==> src/rtl/datapath_ctrl.sv <==
// Purpose: sequences LOAD/ADD/READ/NOP commands onto the 4-bit accumulator datapath and returns one response per command.
// Latency: NOP/READ 1 cycle after accept, LOAD 3, ADD 1+2*(cnt+1).
// Backpressure: single command in flight; cmd_ready low until the response handshake completes, response held stable while rsp_ready is low.
//
// Ports:
//   clock, reset          rising-edge clock, synchronous active-high reset
//   cmd_valid/cmd_ready   command handshake; cmd_op/cmd_data/cmd_cnt carry the command
//   rsp_valid/rsp_ready   response handshake; rsp_data/rsp_carry/rsp_err carry the result
//   ABus, SelB, LoadAC, AddAlu   datapath control lines
//   OutBus                accumulator read-back from the datapath
module datapath_ctrl #(
    parameter int WIDTH = 4,
    parameter int CNT_W = 3
) (
    input  logic             clock,
    input  logic             reset,
    input  logic             cmd_valid,
    output logic             cmd_ready,
    input  logic [1:0]       cmd_op,
    input  logic [WIDTH-1:0] cmd_data,
    input  logic [CNT_W-1:0] cmd_cnt,
    output logic             rsp_valid,
    input  logic             rsp_ready,
    output logic [WIDTH-1:0] rsp_data,
    output logic             rsp_carry,
    output logic             rsp_err,
    output logic [WIDTH-1:0] ABus,
    output logic             SelB,
    output logic             LoadAC,
    output logic             AddAlu,
    input  logic [WIDTH-1:0] OutBus
);

    typedef enum logic [1:0] {IDLE, EXEC, CHECK, RESP} state_t;

    localparam logic [1:0] OP_NOP  = 2'b00;
    localparam logic [1:0] OP_LOAD = 2'b01;
    localparam logic [1:0] OP_ADD  = 2'b10;
    localparam logic [1:0] OP_READ = 2'b11;

    state_t             state_q, state_d;
    logic [1:0]         op_q, op_d;
    logic [WIDTH-1:0]   data_q, data_d;
    logic [CNT_W-1:0]   cnt_q, cnt_d;
    logic               carry_q, carry_d;
    logic               init_q, init_d;   // AC holds a defined value
    logic [WIDTH-1:0]   prev_q, prev_d;   // AC value before the current EXEC

    // Ungated output values; reset forces every output low below.
    logic               cmd_ready_c, rsp_valid_c, rsp_carry_c, rsp_err_c;
    logic               sel_b_c, load_ac_c, add_alu_c;
    logic [WIDTH-1:0]   rsp_data_c, abus_c;

    always_ff @(posedge clock) begin
        if (reset) begin
            state_q <= IDLE;
            op_q    <= OP_NOP;
            data_q  <= '0;
            cnt_q   <= '0;
            carry_q <= 1'b0;
            init_q  <= 1'b0;
            prev_q  <= '0;
        end else begin
            state_q <= state_d;
            op_q    <= op_d;
            data_q  <= data_d;
            cnt_q   <= cnt_d;
            carry_q <= carry_d;
            init_q  <= init_d;
            prev_q  <= prev_d;
        end
    end

    always_comb begin
        state_d     = state_q;
        op_d        = op_q;
        data_d      = data_q;
        cnt_d       = cnt_q;
        carry_d     = carry_q;
        init_d      = init_q;
        prev_d      = prev_q;
        cmd_ready_c = 1'b0;
        rsp_valid_c = 1'b0;
        rsp_data_c  = '0;
        rsp_carry_c = 1'b0;
        rsp_err_c   = 1'b0;
        abus_c      = '0;
        sel_b_c     = 1'b0;
        load_ac_c   = 1'b0;
        add_alu_c   = 1'b0;

        case (state_q)
            IDLE: begin
                cmd_ready_c = 1'b1;
                if (cmd_valid) begin
                    op_d    = cmd_op;
                    data_d  = cmd_data;
                    cnt_d   = cmd_cnt;
                    carry_d = 1'b0;
                    state_d = (cmd_op == OP_LOAD || cmd_op == OP_ADD) ? EXEC : RESP;
                end
            end
            EXEC: begin
                abus_c    = data_q;
                load_ac_c = 1'b1;
                if (op_q == OP_ADD) begin
                    sel_b_c   = 1'b1;
                    add_alu_c = 1'b1;
                end
                prev_d  = OutBus;
                state_d = CHECK;
            end
            CHECK: begin
                // A modular add of a value below 2^WIDTH wrapped iff the result shrank.
                if (op_q == OP_ADD && OutBus < prev_q) begin
                    carry_d = 1'b1;
                end
                if (op_q == OP_LOAD) begin
                    init_d = 1'b1;
                end
                if (op_q == OP_ADD && cnt_q != '0) begin
                    cnt_d   = cnt_q - CNT_W'(1);
                    state_d = EXEC;
                end else begin
                    state_d = RESP;
                end
            end
            RESP: begin
                rsp_valid_c = 1'b1;
                rsp_data_c  = init_q ? OutBus : '0;
                rsp_carry_c = carry_q;
                rsp_err_c   = (op_q == OP_LOAD) ? 1'b0 : ~init_q;
                if (rsp_ready) begin
                    state_d = IDLE;
                end
            end
            default: state_d = IDLE;
        endcase
    end

    // While reset is held every output is low, so LoadAC drops in the
    // same cycle reset arrives and the datapath AC is not disturbed further.
    assign cmd_ready = cmd_ready_c & ~reset;
    assign rsp_valid = rsp_valid_c & ~reset;
    assign rsp_data  = reset ? '0 : rsp_data_c;
    assign rsp_carry = rsp_carry_c & ~reset;
    assign rsp_err   = rsp_err_c & ~reset;
    assign ABus      = reset ? '0 : abus_c;
    assign SelB      = sel_b_c & ~reset;
    assign LoadAC    = load_ac_c & ~reset;
    assign AddAlu    = add_alu_c & ~reset;

endmodule

==> config.mk <==
export PLATFORM = sky130hd
export DESIGN_NAME = datapath_ctrl
export DESIGN_NICKNAME = d
export VERILOG_FILES = /design/src/rtl/datapath_ctrl.sv
export SDC_FILE = /design/constraint.sdc
export NUM_CORES = 1
export LEC_CHECK = 0
export ABC_AREA = 1
export BUFFER_PORTS_ARGS = -buffer_cell sky130_fd_sc_hd__clkbuf_2
export CAP_MARGIN = 10
export CELL_PAD_IN_SITES_DETAIL_PLACEMENT = 0
export CELL_PAD_IN_SITES_GLOBAL_PLACEMENT = 1
export CORE_MARGIN = 2
export CORE_UTILIZATION = 37
export CTS_BUF_LIST = sky130_fd_sc_hd__clkbuf_8
export CTS_CLUSTER_SIZE = 10
export DETAILED_ROUTE_END_ITERATION = 8
export MAX_ROUTING_LAYER = met4
export PLACE_DENSITY = 0.9
export SLEW_MARGIN = 20
export SYNTH_ARGS = -nofsm -noshare
export SYNTH_HDL_FRONTEND = slang
export SYNTH_SLANG_ARGS = --single-unit
==> constraint.sdc <==
create_clock -name clock -period 3.5 [get_ports clock]
set_input_delay 0.35 -clock clock [delete_from_list [all_inputs] [get_ports clock]]
set_output_delay 0.35 -clock clock [all_outputs]
set_load 0.05 [all_outputs]
==> impl_metrics.csv, run 1 <==
group,metric,value,unit
route,drc_errors,0,
place,io_buffers,31,
grt,grt_max_degree,17,
layout,nets,201,
synthesis,yosysMostFrequentCell,"nor2_1",
synthesis,synth_area_leaders,"dfxtp_1 (36%), nor2_1 (11%), nand2_1 (10%)",
timing,fin_setup_tns,0,ns
timing,skew,0.00159,ns
cts,cts_resized,0,
cts,clk_pin_slew,0.06,ns
layout,area_growth,22.8,%
timing,tightest_slew,0.379,ns
timing,setup_viol,0,
route,wl_per_cell,9.90,um
grt,grt_pass1_vias,813,
synthesis,ys_seq_elements,17,
worst_setup_path,crit_type,"register to output pin",
cts,hold_buffers,0,
cts,cts_setup_buffers,0,
route,vias,931,
grt,antenna_found_initial,0,
cts,clk_latency,0.25,ns
worst_setup_path,ff2ff_setup_slack,2.19,ns
hold_path,hold_path_end,"data_q[3]",
cts,htreeDepth,1,
layout,multi_input_area,485,um^2
layout,ff_latch_area,340,um^2
worst_setup_path,rr_startpoint,"cnt_q[0]",
timing,drv_slew,0,
grt,grt_overflow,0,
synthesis,synth_cell_types,16,
synthesis,synth_seq_area_share,0.360,
synthesis,yosysWarnings,0,
worst_setup_path,reg2regPathDepth,7,
floorplanning,core,2450,um^2
place,dp_hpwl,1610,um
route,vias_per_cell,4.48,
hold_path,hold_start,"cmd_data[3]",
timing,rsz0062_at_grt,"false",
floorplanning,fp.dieW,54.6,um
floorplanning,ioPinCount,32,
worst_setup_path,end_kind,"output pin",
place,place_congestion,0.779,
route,wl,2060,um
floorplanning,die_area,2980,um^2
synthesis,synth_fa_ha_area_frac,0.0661,
floorplanning,die_h,54.6,um
timing,hold_viol_final,0,
cts,numClockSinks,17,
synthesis,synth_mux_area_frac,0,
synthesis,synth_edf_count,0,
synthesis,synth.avg_cell_area,6.43,um^2
route,first_pass_iters,4,
worst_setup_path,cp_data_arrival_time,1.48,ns
timing,period_minus_slack,1.83,ns
grt,grt_pass1_wl,3460,um
synthesis,syn_inst,147,
grt,grt_use_total,0.168,
route,antenna_left,0,
worst_setup_path,crit_path_max_fanout,6,
synthesis,synth_compound_area_frac,0.148,
worst_setup_path,start_kind,"register",
synthesis,synth_top_family_by_area,"simple AND/OR/NAND/NOR gates",
timing,maxSlewHeadroom,0.747,
pwr,ir_drop,0.314,mV
pwr,p_leak,0.620,nW
pwr,p_total,0.498,mW
synthesis,synth_ff_type,"dfxtp_1",
cts,clockBufferDepth,2,
synthesis,yosysTopAreaCell,"dfxtp_1",
layout,drive_gt1_frac,0.225,
timing,fmax,0.548,GHz
synthesis,synth-simple-area-share,0.299,
route,drt_iter0_drc,34,
synthesis,synthArstFlopShare,0,
synthesis,synth_area,946,um^2
layout,antenna_cells,0,
outcome,outcome,"finished clean",
synthesis,synth_commonest_cells,"nor2_1 (27), nand2_1 (26), inv_1 (25), dfxtp_1 (17)",
cts,cts_tree,"yes",
cts,cts_root_buf,"clkbuf_8",
layout,nFillCells,257,
worst_setup_path,timing.rr.end,"cnt_q[1]",
cts,cts_buffers,3,
synthesis,synth_nets,169,
job,cap_viol_max_count,0,
floorplanning,row_count,18,
hold_path,min_path_type,"input port to register",
synthesis,synth.top_cell.area_share,0.360,
pwr,p_per_area,429,nW/um^2
timing,period_share,0.522,
floorplanning,start_util,0.385,
synthesis,synthXorXnorAreaFrac,0,
hold_path,hold_path_depth,3,
worst_setup_path,cp.required,3.15,ns
-- through the flow --
stage | worst slack, ns | cell area, um^2 | util | hold slack (ns) | instances
after floorplan | 0.675 | 946 | - | 0.419 | 147
after global placement | 1.84 | 1120 | 0.455 | 0.443 | 204
after detailed placement | 1.81 | 1120 | 0.455 | 0.461 | 204
after CTS | 1.65 | 1160 | 0.473 | 0.353 | 208
after global routing | 1.50 | 1160 | 0.473 | 0.384 | 208
final | 1.67 | 1160 | 0.473 | 0.353 | 208
-- worst max path at each step --
stage	startpoint	end	slack (ns)	cells past startpoint
after CTS	state_q[0]	AddAlu	1.65	3
after floorplan	state_q[0]	SelB	0.68	3
after global routing	state_q[1]	rsp_data[2]	1.50	5
after global placement	reset	AddAlu	1.84	3
final	state_q[1]	rsp_data[2]	1.67	5
after detailed placement	reset	AddAlu	1.81	3
-- power by group --
part / total (mW) / internal (mW) / switching [mW]
clock network: 0.142 / 0.0777 / 0.0646
logic: 0.129 / 0.0432 / 0.0861
registers: 0.226 / 0.214 / 0.0117
-- worst max-delay path, cell delays in order, from the launching register on --
cell and delay, ns:
dfxtp_1 0.44, nand2_1 0.14, nor2_1 0.14, nand2_1 0.13, nor2_1 0.11, clkbuf_2 0.28
-- area by class of cell --
| type | instances | area share |
|---|---|---|
| Tap cell | 30 | 0.0323 |
| Inverter | 26 | 0.0841 |
| Clock inverter | 1 | 0.00323 |
| Timing Repair Buffer | 31 | 0.134 |
| Sequential cell | 17 | 0.293 |
| Clock buffer | 3 | 0.0356 |
| Multi-Input combinational cell | 100 | 0.418 |
-- placed cells by master, fill, tap and decap left out, drive strengths merged --
master	n
nand2	28
clkbuf	34
inv	27
dfxtp	17
a21oi	14
nor4	2
o21ai	14
ha	5
nand3	7
nor2	29
or2	1
-- metal layers --
layer | vias to the layer above | share of wire | track usage
li1 | 518 | - | -
met1 | 382 | 0.47 | 0.219
met2 | 29 | 0.46 | 0.257
met3 | 2 | 0.061 | 0.0328
met4 | 0 | 0.0049 | 0.0625
met5 | - | 0 | -
-- cells by family (layout without fill, tap and decap cells) --
family | after synthesis | count (layout)
DFF | 17 | 17
and+or+nand+nor | 67 | 67
buffers and inverters | 30 | 61
adders and majority gates | 5 | 5
AOI/OAI and AO/OA | 28 | 28
-- sequential cells by signal, indices dropped and copies added (netlist names) --
register and cells:
prev_q 4, init_q 1, op_q 2, cnt_q 3, carry_q 1, state_q 2, data_q 4
Power figures use the tool's default switching activity.
==> run 2, diff against run 1 <==
--- a/config.mk
+++ b/config.mk
@@ -11,12 +11,12 @@
 export CELL_PAD_IN_SITES_DETAIL_PLACEMENT = 0
 export CELL_PAD_IN_SITES_GLOBAL_PLACEMENT = 1
 export CORE_MARGIN = 2
-export CORE_UTILIZATION = 37
+export CORE_UTILIZATION = 34
 export CTS_BUF_LIST = sky130_fd_sc_hd__clkbuf_8
 export CTS_CLUSTER_SIZE = 10
 export DETAILED_ROUTE_END_ITERATION = 8
 export MAX_ROUTING_LAYER = met4
-export PLACE_DENSITY = 0.9
+export PLACE_DENSITY = 0.84
 export SLEW_MARGIN = 20
 export SYNTH_ARGS = -nofsm -noshare
 export SYNTH_HDL_FRONTEND = slang
==> constraint.sdc (replaced) <==
create_clock -name clock -period 1.9 [get_ports clock]
set_input_delay 0.19 -clock clock [delete_from_list [all_inputs] [get_ports clock]]
set_output_delay 0.19 -clock clock [all_outputs]
set_load 0.05 [all_outputs]
==> run 2 against run 1 <==
Net effect:
- critical path depth unchanged
- clock-buffer cell count unchanged
- global-route usage decreased by 1.6 points
- sequential cell count unchanged
- worst hold slack got worse by 0.16 ns
- via count increased by 2.5%
- sequential share of layout area decreased by 0.77 points
- cell area increased by 2.7%
- wire length increased by 4.5%
- sequential power increased by 85%
- critical endpoint is now rsp_data[1]
- largest cell class unchanged
- highest routed layer unchanged
==> impl_metrics.csv, run 2 (synthesis gave the netlist of run 1 again) <==
group,metric,value,unit
outcome,outcome,"finished clean",
pwr,p_per_area,775,nW/um^2
cts,htreeDepth,1,
cts,cts_tree,"yes",
timing,tightest_slew,0.367,ns
cts,clk_pin_slew,0.06,ns
layout,nets,201,
route,antenna_left,0,
worst_setup_path,start_kind,"register",
route,drc_errors,0,
layout,mostFrequentLayoutCells,"clkbuf_2 (31), inv_1 (26), nand2_1 (26), nor2_1 (22), dfxtp_1 (17)",
worst_setup_path,crit_type,"register to output pin",
timing,fmax,0.577,GHz
grt,antenna_found_initial,0,
layout,drive_gt1_frac,0.264,
timing,period_share,0.911,
layout,antenna_cells,0,
place,io_buffers,31,
timing,hold_viol_final,0,
cts,clk_latency,0.25,ns
grt,grt_overflow,0,
timing,setup_viol,0,
cts,cts_root_buf,"clkbuf_8",
floorplanning,core,2710,um^2
pwr,p_leak,0.619,nW
cts,cts_buffers,3,
timing,skew,0.00105,ns
timing,rsz0062_at_grt,"false",
worst_setup_path,cp_data_arrival_time,1.54,ns
floorplanning,die_area,3220,um^2
floorplanning,start_util,0.349,
grt,grt_max_degree,17,
cts,cts_setup_buffers,0,
pwr,ir_drop,0.605,mV
layout,area_growth,26.1,%
route,vias,954,
timing,period_minus_slack,1.73,ns
floorplanning,ioPinCount,32,
grt,grt_pass1_wl,3750,um
route,wl_per_cell,10.3,um
place,dp_hpwl,1680,um
place,place_congestion,0.700,
cts,hold_buffers,0,
worst_setup_path,cp.required,1.71,ns
job,cap_viol_max_count,0,
timing,maxSlewHeadroom,0.755,
cts,numClockSinks,17,
layout,post-route-util,0.440,
route,wl,2150,um
worst_setup_path,crit_path_max_fanout,5,
grt,grt_use_total,0.152,
route,drt_iter0_drc,11,
floorplanning,row_count,19,
timing,holdWs,0.191,ns
grt,grt_pass1_vias,892,
worst_setup_path,end_kind,"output pin",
cts,cts_resized,0,
layout,top_regs,"data_q x4, prev_q x4, cnt_q x3",
floorplanning,fp.dieW,56.7,um
floorplanning,die_h,56.7,um
worst_setup_path,ff2ff_setup_slack,0.59,ns
cts,clockBufferDepth,2,
hold_path,min_path_type,"input port to register",
layout,final_common_cell,"clkbuf_2",
route,vias_per_cell,4.56,
route,first_pass_iters,5,
timing,drv_slew,0,
run 2: changes by cell type in the layout (fill, tap and decap cells not counted):
cell    delta
nor4_2     +2
nor4_1     -2
nor2_1     -5
nor2_2     +4
nor2_4     +1
run 2: report_power, final:
group / leakage, nW / switching [mW] / internal [mW]
Clock: 0.0269 / 0.121 / 0.143
Combinational: 0.452 / 0.162 / 0.0800
Sequential: 0.140 / 0.0219 / 0.395
run 2: critical path: stages (launching register included):
cell      delay [ns]
dfxtp_1         0.43
nand2_1         0.16
nor2_2          0.13
nand2_1         0.18
nor2_2          0.12
clkbuf_2        0.28
run 2: final cells by class:
class | instances | area [um^2]
clock inverter | 1 | 3.75
tap | 31 | 38.8
inverter | 26 | 97.6
clock buffer | 3 | 41.3
sequential | 17 | 340
timing repair buffer | 31 | 155
multi-input combinational | 100 | 515
fill | 321 | 1520
run 2: metrics by stage:
step / TNS, ns / total power, mW / area, um^2 / cells / setup WS, ns
after floorplan: -0.241 / 0.607 / 976 / 147 / -0.0825
after global placement: 0 / 0.660 / 1150 / 205 / 0.468
after detailed placement: 0 / 0.670 / 1150 / 205 / 0.416
after CTS: 0 / 0.939 / 1190 / 209 / 0.141
after global routing: 0 / 0.996 / 1190 / 209 / 0.0195
final: 0 / 0.924 / 1190 / 209 / 0.168
run 2: path summary, 6_finish.rpt:
check,start,to,depth (start not counted)
worst min register to register,carry_q,carry_q,2
worst max register to register,cnt_q[0],cnt_q[2],7
worst min-delay path,cmd_data[1],data_q[1],3
worst max-delay path,state_q[0],rsp_data[1],5
run 2: metal layers:
layer	part of all wire	vias to the layer above	GRT usage
met2	0.47	20	0.249
met4	0.011	0	0.0399
met1	0.47	410	0.186
li1	-	520	-
met5	0	-	-
met3	0.048	4	0.0415
